File: src/rtl/pwm_capture.sv
// pwm_capture: two-channel PWM high-time/period capture; ports clk, rst, en, chipSelect/write/read/addr/writeData/readData register bus, pwm1in/pwm2in async pulse inputs, irq
module pwm_capture #(
  parameter int CNT_WIDTH = 32
) (
  input  logic        clk,
  input  logic        rst,
  input  logic        en,
  input  logic        chipSelect,
  input  logic        write,
  input  logic        read,
  input  logic [4:0]  addr,
  input  logic [31:0] writeData,
  input  logic        pwm1in,
  input  logic        pwm2in,
  output logic [31:0] readData,
  output logic        irq
);
  typedef enum logic [1:0] {IDLE, HIGH, LOW} state_t;
  localparam logic [CNT_WIDTH-1:0] MAX = '1;
  localparam logic [CNT_WIDTH-1:0] ONE = CNT_WIDTH'(1);
  logic [2:0] ctrl;
  logic [31:0] presc;
  logic [3:0] status;
  logic [1:0] set_v, set_ovf, pins;
  logic wr;
  assign pins = {pwm2in, pwm1in};
  assign wr = chipSelect & write;
  for (genvar c = 0; c < 2; c++) begin : g
    logic [2:0] sy;
    logic [31:0] pcnt;
    logic [CNT_WIDTH-1:0] cnt, shadow, per, hgt;
    logic [CNT_WIDTH:0] sum;
    state_t st;
    logic rise, fall, tick, run, sat;
    assign rise = sy[1] & ~sy[2];
    assign fall = ~sy[1] & sy[2];
    assign tick = pcnt >= presc;
    assign run = en & ctrl[c];
    assign sum = {1'b0, shadow} + {1'b0, cnt};
    assign sat = tick & (cnt == MAX) & ~rise & ~fall & (st != IDLE);
    assign set_v[c] = run & (st == LOW) & rise & ~sum[CNT_WIDTH];
    assign set_ovf[c] = run & (sat | ((st == LOW) & rise & sum[CNT_WIDTH]));
    always_ff @(posedge clk) begin
      if (rst) begin
        sy <= '0;
        pcnt <= '0;
        cnt <= '0;
        shadow <= '0;
        per <= '0;
        hgt <= '0;
        st <= IDLE;
      end else begin
        sy <= {sy[1:0], pins[c]};
        if (en) pcnt <= (rise | fall | tick) ? '0 : pcnt + 32'd1;
        if (!ctrl[c]) begin
          st <= IDLE;
          cnt <= '0;
        end else if (en) begin
          case (st)
            IDLE: if (rise) begin
              cnt <= ONE;
              st <= HIGH;
            end
            HIGH: if (fall) begin
              shadow <= cnt;
              cnt <= ONE;
              st <= LOW;
            end else if (rise) cnt <= ONE;
            else if (sat) st <= IDLE;
            else if (tick) cnt <= cnt + ONE;
            LOW: if (rise && sum[CNT_WIDTH]) st <= IDLE;
            else if (rise) begin
              per <= sum[CNT_WIDTH-1:0];
              hgt <= shadow;
              cnt <= ONE;
              st <= HIGH;
            end else if (fall || sat) st <= IDLE;
            else if (tick) cnt <= cnt + ONE;
            default: st <= IDLE;
          endcase
        end
      end
    end
  end
  always_ff @(posedge clk) begin
    if (rst) begin
      ctrl <= '0;
      presc <= '0;
      status <= '0;
      irq <= 1'b0;
    end else begin
      if (wr && addr == 5'd0) ctrl <= writeData[2:0];
      if (wr && addr == 5'd1) presc <= writeData;
      status <= (status & ~((wr && addr == 5'd2) ? writeData[3:0] : 4'd0)) | {set_ovf, set_v};
      irq <= ctrl[2] & (|status);
    end
  end
  always_comb begin
    readData = '0;
    if (chipSelect && read)
      readData = addr == 5'd0 ? {29'd0, ctrl} :
                 addr == 5'd1 ? presc :
                 addr == 5'd2 ? {28'd0, status} :
                 addr == 5'd3 ? 32'(g[0].per) :
                 addr == 5'd4 ? 32'(g[0].hgt) :
                 addr == 5'd5 ? 32'(g[1].per) :
                 addr == 5'd6 ? 32'(g[1].hgt) : 32'd0;
  end
endmodule
File: config.mk
export PLATFORM = sky130hd
export DESIGN_NAME = pwm_capture
export DESIGN_NICKNAME = d
export VERILOG_FILES = /design/src/rtl/pwm_capture.sv
export SDC_FILE = /design/constraint.sdc
export NUM_CORES = 1
export LEC_CHECK = 0
export ABC_AREA = 1
export CORE_UTILIZATION = 45
export DETAILED_ROUTE_END_ITERATION = 10
export HOLD_SLACK_MARGIN = 0.12
export PLACE_DENSITY = 0.62
export SLEW_MARGIN = 20
export SYNTH_ARGS = -nofsm -noshare
export SYNTH_HDL_FRONTEND = slang
export SYNTH_SLANG_ARGS = --single-unit
File: constraint.sdc
create_clock -name clk -period 3 [get_ports clk]
set_input_delay 0.6 -clock clk [delete_from_list [all_inputs] [get_ports clk]]
set_output_delay 0.6 -clock clk [all_outputs]
set_load 0.05 [all_outputs]
* Word level (Yosys, flattened, before mapping)
Cells that the tools add are included.
** Operators by class
- $add $sub $neg :: 6
- $lt $le $gt $ge :: 2
- Eq/ne operators :: 26
- Mux-type cells :: 45
- Bitwise logic cells :: 51
- Reductions and logical operators :: 26
** Operators by type and width (number)
- $mux W32 :: 26
- $pmux W32 S3 :: 2
- $add A32 B1 Y32 const B :: 4
- $add A32 B32 Y33 :: 2
- $eq A32 B32 Y1 const B :: 2
- $ge A32 B32 Y1 :: 2
- $and A1 B1 Y1 :: 28
- $mux W2 :: 14
- $reduce_and A5 Y1 :: 4
- $ne A3 B3 Y1 const B :: 6
- $eq A5 B3 Y1 const B :: 3
- $not A1 Y1 :: 14
- $pmux W2 S3 :: 2
- $reduce_and A6 Y1 :: 2
- $eq A5 B2 Y1 const B :: 2
- $ne A2 B2 Y1 const B :: 4
- $ne A4 B2 Y1 const B :: 2
- $ne A4 B4 Y1 const B :: 2
- $reduce_and A4 Y1 :: 2
- $logic_and A1 B1 Y1 :: 6
- $or A1 B1 Y1 :: 6
- $reduce_bool A3 Y1 :: 2
- $eq A5 B1 Y1 const B :: 1
- $logic_not A5 Y1 :: 1
- other kinds (11) :: 17
** Word-level totals
- Flip-flop bits (word level) :: 370
- Input port bits :: 45
- Output and inout bits :: 33
- Word-level logic and storage cells :: 174

* Logic depth before layout (Yosys ltp)
- Depth after elaboration :: 11
- Gate-level depth with buffers :: 21
- Depth with buffers taken out :: 20

* Worst setup path after synthesis
OpenSTA, ideal clock, no wires.
- Path type :: in2out
- Start point :: in addr[2]
- End point :: out readData[2]
- Arrival time :: 2.614 ns
- Data required time :: 2.400 ns
- Setup slack :: -0.214 ns
- Cell stages on the path :: 7
- Buffers on the path :: 0
- Path through :: nor2_1 -> inv_1 -> nor4_2 -> a21oi_1 -> nand2_1 -> a31oi_1 -> a211oi_1
** On the way
- Cells in the longest elaborated chain, start to end :: 9
- Elaborated cells between the ends (all ways) :: 15
- Classes of those cells :: 6 x eq/ne; 8 x mux; 1 x reduce/logical
** RTL lines
- start, declared :: RTL line 11 : input logic [4:0] addr,
- $eq A5 B3 Y1 :: RTL line 107 : addr == 5'd6 ? 32'(g[1].hgt) : 32'd0;
- $mux W32 :: RTL line 107
- $mux W32 :: RTL line 106 : addr == 5'd5 ? 32'(g[1].per) :
- $mux W32 :: RTL line 105 : addr == 5'd4 ? 32'(g[0].hgt) :
- $mux W32 :: RTL line 104 : addr == 5'd3 ? 32'(g[0].per) :
- $mux W32 :: RTL line 103 : addr == 5'd2 ? {28'd0, status} :
- $mux W32 :: RTL line 102 : addr == 5'd1 ? presc :
- $mux W32 (*) :: RTL line 101 : readData = addr == 5'd0 ? {29'd0, ctrl} :
- $mux W32 (*) :: RTL line 100 : if (chipSelect && read)
- end, declared :: RTL line 15 : output logic [31:0] readData,
Mark *: on every way between the ends. The rest lies on a longest branch, timed or not.

* Worst setup path in the final report
- Start point :: in addr[0]
- End point :: out readData[9]
The elaborated chain is that of the path after synthesis.

==> results by group <==
Outcome
  – Outcome: finished clean

Pwr
  – Final total power: 0.01135 W
  – Power density over the cells: 405.5 mW/mm²
  – Leakage power: 11.92 nW
  – Maximum VDD drop: 0.3771 mV

Timing
  – Final min period: 2959 ps
  – Worst Skew: 24.44 ps
  – Actual slew at the worst max-slew pin: 957.1 ps
  – Slew HR: 35.80%
  – Max Slew Vio Count: 0
  – Final period utilization: 98.63%
  – RSZ-0062 raised after global routing: no
  – Endpoints failing setup: 0
  – Setup TNS: 0 ps
  – Fin. Hold Viols: 0
  – Max Clk Rate: 0.3380 GHz

Routing
  – DR pass1 iterations: 8
  – # DRC: 0
  – Wirelength per Cell: 20.23 µm
  – Number of DRC markers in iteration 0: 2075
  – Routed vias: 24416
  – Detailed Route WL: 88440 µm
  – Drt via density: 5.586
  – Post-route ant nets: 0

Synth
  – Count of state elements after synthesis: 370
  – Count leader, synth: nand2_1
  – Gate Count Post-Synth: 3443
  – Main flop type after synthesis: dfxtp_1
  – Syn nets: 3636
  – Yosys cell types: 49
  – Register area share after synthesis: 32.33%
  – Leading post-synthesis cells by cell area: dfxtp_1, nand2_1, a21oi_1
  – Mapped Avg Cell Area: 6.654 µm²
  – Yosys top cell by area: dfxtp_1
  – Top cell type's share of synthesized area: 32.33%
  – Synth async-reset ratio: 0%
  – YS warnings: 0
  – Synth cell count leaders: nand2_1, nor2_1, a21oi_1
  – Post-synthesis cell area: 0.02291 mm²
  – Post-synth EDFFs: 0

CTS
  – H-tree depth: 2
  – Root Driver: clkbuf_16
  – Clk pin slew, worst setup/hold paths: 60 ps
  – Clock Latency Late Sink: 600 ps
  – CTS tree: done
  – CTS Buffer Depth: 3
  – CTS Sinks: 370
  – Cts bufs inserted: 44

Placement
  – Hpwl dp: 69850 µm
  – Placed insts: 4275
  – Placed inst area: 0.02607 mm²
  – Final Wtd Congestion: 0.9903
  – PortBufs: 77

Floorplanning
  – Die X: 227.6 µm
  – Die H: 227.6 µm
  – Die area: 0.05181 mm²
  – Initial Utilization: 45.66%
  – Core area: 0.05017 mm²
  – Ports: 78
  – FP Rows: 82

Global routing
  – Global route total overflow: 0
  – Antenna violations before repair: 0
  – All-layer global routing usage: 33.89%
  – Largest net degree at the start of global routing: 83
  – Number of global-route vias before repair: 22734
  – First-pass GRT wire length: 133100 µm

Worst hold path
  – HP Class: flip-flop to flip-flop

Cells and area
  – Share of cells above drive strength 1: 12.17%
  – Final Instance Area: 0.02799 mm²
  – Fillers: 4908
  – Reg area: 0.007410 mm²
  – Nets@finish: 3856
  – Area delta synth->final: 22.19%
  – Layout Cells excl Fill: 4371
  – Footprint of the multi-input gates: 0.01361 mm²
  – Final Util: 55.79%

Worst setup path
  – Worst Path Required: 2400 ps
  – Critical Path AT: 2360 ps
  – Crit path max fanout: 12
  – Startpoint types: input port
  – Crit end category: output port
  – Kind of critical path: input port to output port

Job
  – MaxCap Viol Count: 0
## state kept, by name, indices dropped and copies added, names as in the netlist
signal    flops
ctrl          3
g.cnt        64
g.hgt        64
g.pcnt       64
g.per        64
g.shadow     64
g.st          4
g.sy          6
irq           1
presc        32
status        4
## path summary, 6_finish.rpt
path	from	endpoint	slack, ps	cells after the start
max	addr[0]	readData[9]	40	11
max reg2reg	presc[3]	g[0].cnt[27]	130	20
min	g[0].sy[0]	g[0].sy[1]	410	2
min reg2reg	g[0].sy[0]	g[0].sy[1]	410	2
## critical path, cell delays in order
cell,delay [ps]
buf_4,130
inv_2,60
buf_4,150
nor4_4,350
buf_4,170
buf_6,150
a211oi_1,70
nor2_1,270
a21oi_1,100
nor2_2,150
buf_12,150
## placed cells by master (no fill, tap or decap), types with 7 or more instances in the layout
master	Yosys	routed
nand3_1	134	131
dfxtp_1	370	368
o21bai_1	9	9
a21oi_1	416	411
clkbuf_16	0	45
nor3b_1	9	9
ha_1	146	145
clkdlybuf4s50_1	0	39
inv_1	400	393
o22ai_1	23	20
xnor2_1	22	22
buf_6	7	10
buf_12	0	49
a211oi_1	27	26
buf_4	5	196
clkbuf_1	81	10
bufinv_16	0	7
nor2_2	8	30
o2111ai_1	9	9
a21o_1	24	24
nor2_1	444	420
o21ai_1	11	12
o21a_1	7	7
o21ai_0	308	307
inv_2	9	10
nor4_1	26	26
nor3_1	84	82
nand2_2	5	7
xor2_1	55	55
or2_2	17	16
nand3_2	6	9
nand2_1	626	620
nand4_1	65	65
a31oi_1	10	10
## repair_timing
item                                   in CTS  in global routing
pin swaps                                  19                 11
hold buffers                                0                  0
setup endpoints to repair                 161                166
setup buffers                               8                  6
cloned                                      2                  0
gates resized for setup                    55                 37
endpoints found under the hold margin       0                  0
## power by group
part / total [W] / switching (W) / internal, W
clock network: 0.00579 / 0.00228 / 0.00351
logic: 0.000630 / 0.000413 / 0.000217
registers: 0.00493 / 0.00000868 / 0.00492
total: 0.0114 / 0.00270 / 0.00865
## routing by layer
layer | vias to the layer above | global-route usage (%) | share of wire [%]
li1 | 11942 | - | -
met1 | 11530 | 45.61 | 45
met2 | 811 | 55.25 | 45
met3 | 133 | 4.024 | 6.1
met4 | 0 | 13.16 | 3.9
met5 | - | 0 | 0
## cell type report
type                            count  area share (%)
Antenna cell                        2         0.01788
Clock buffer                       61           4.452
Clock inverter                     19           1.028
Inverter                          412           5.597
Multi-Input combinational cell   2534           48.63
Sequential cell                   370           26.47
Tap cell                          672           3.004
Timing Repair Buffer              301           10.80
## through the flow
step / hold slack [ps] / setup WS [ps]
after floorplan: 388.3 / 16.98
after global placement: 394.1 / -365.9
after detailed placement: 396.0 / -397.4
after CTS: 405.7 / 6.444
after global routing: 435.2 / 0.6002
final: 405.3 / 41.07
## cells by family (layout without fill, tap and decap cells)
group,Yosys count,count (layout),share of synthesized area [%]
other cells,0,2,0
xor+xnor,77,77,2.944
buf+inv,539,793,9.285
fa+ha+maj,148,148,8.149
simple gates,1446,1446,27.14
flops,370,370,32.33
compound gates,863,863,20.15
(Power assumes the default switching activity.)
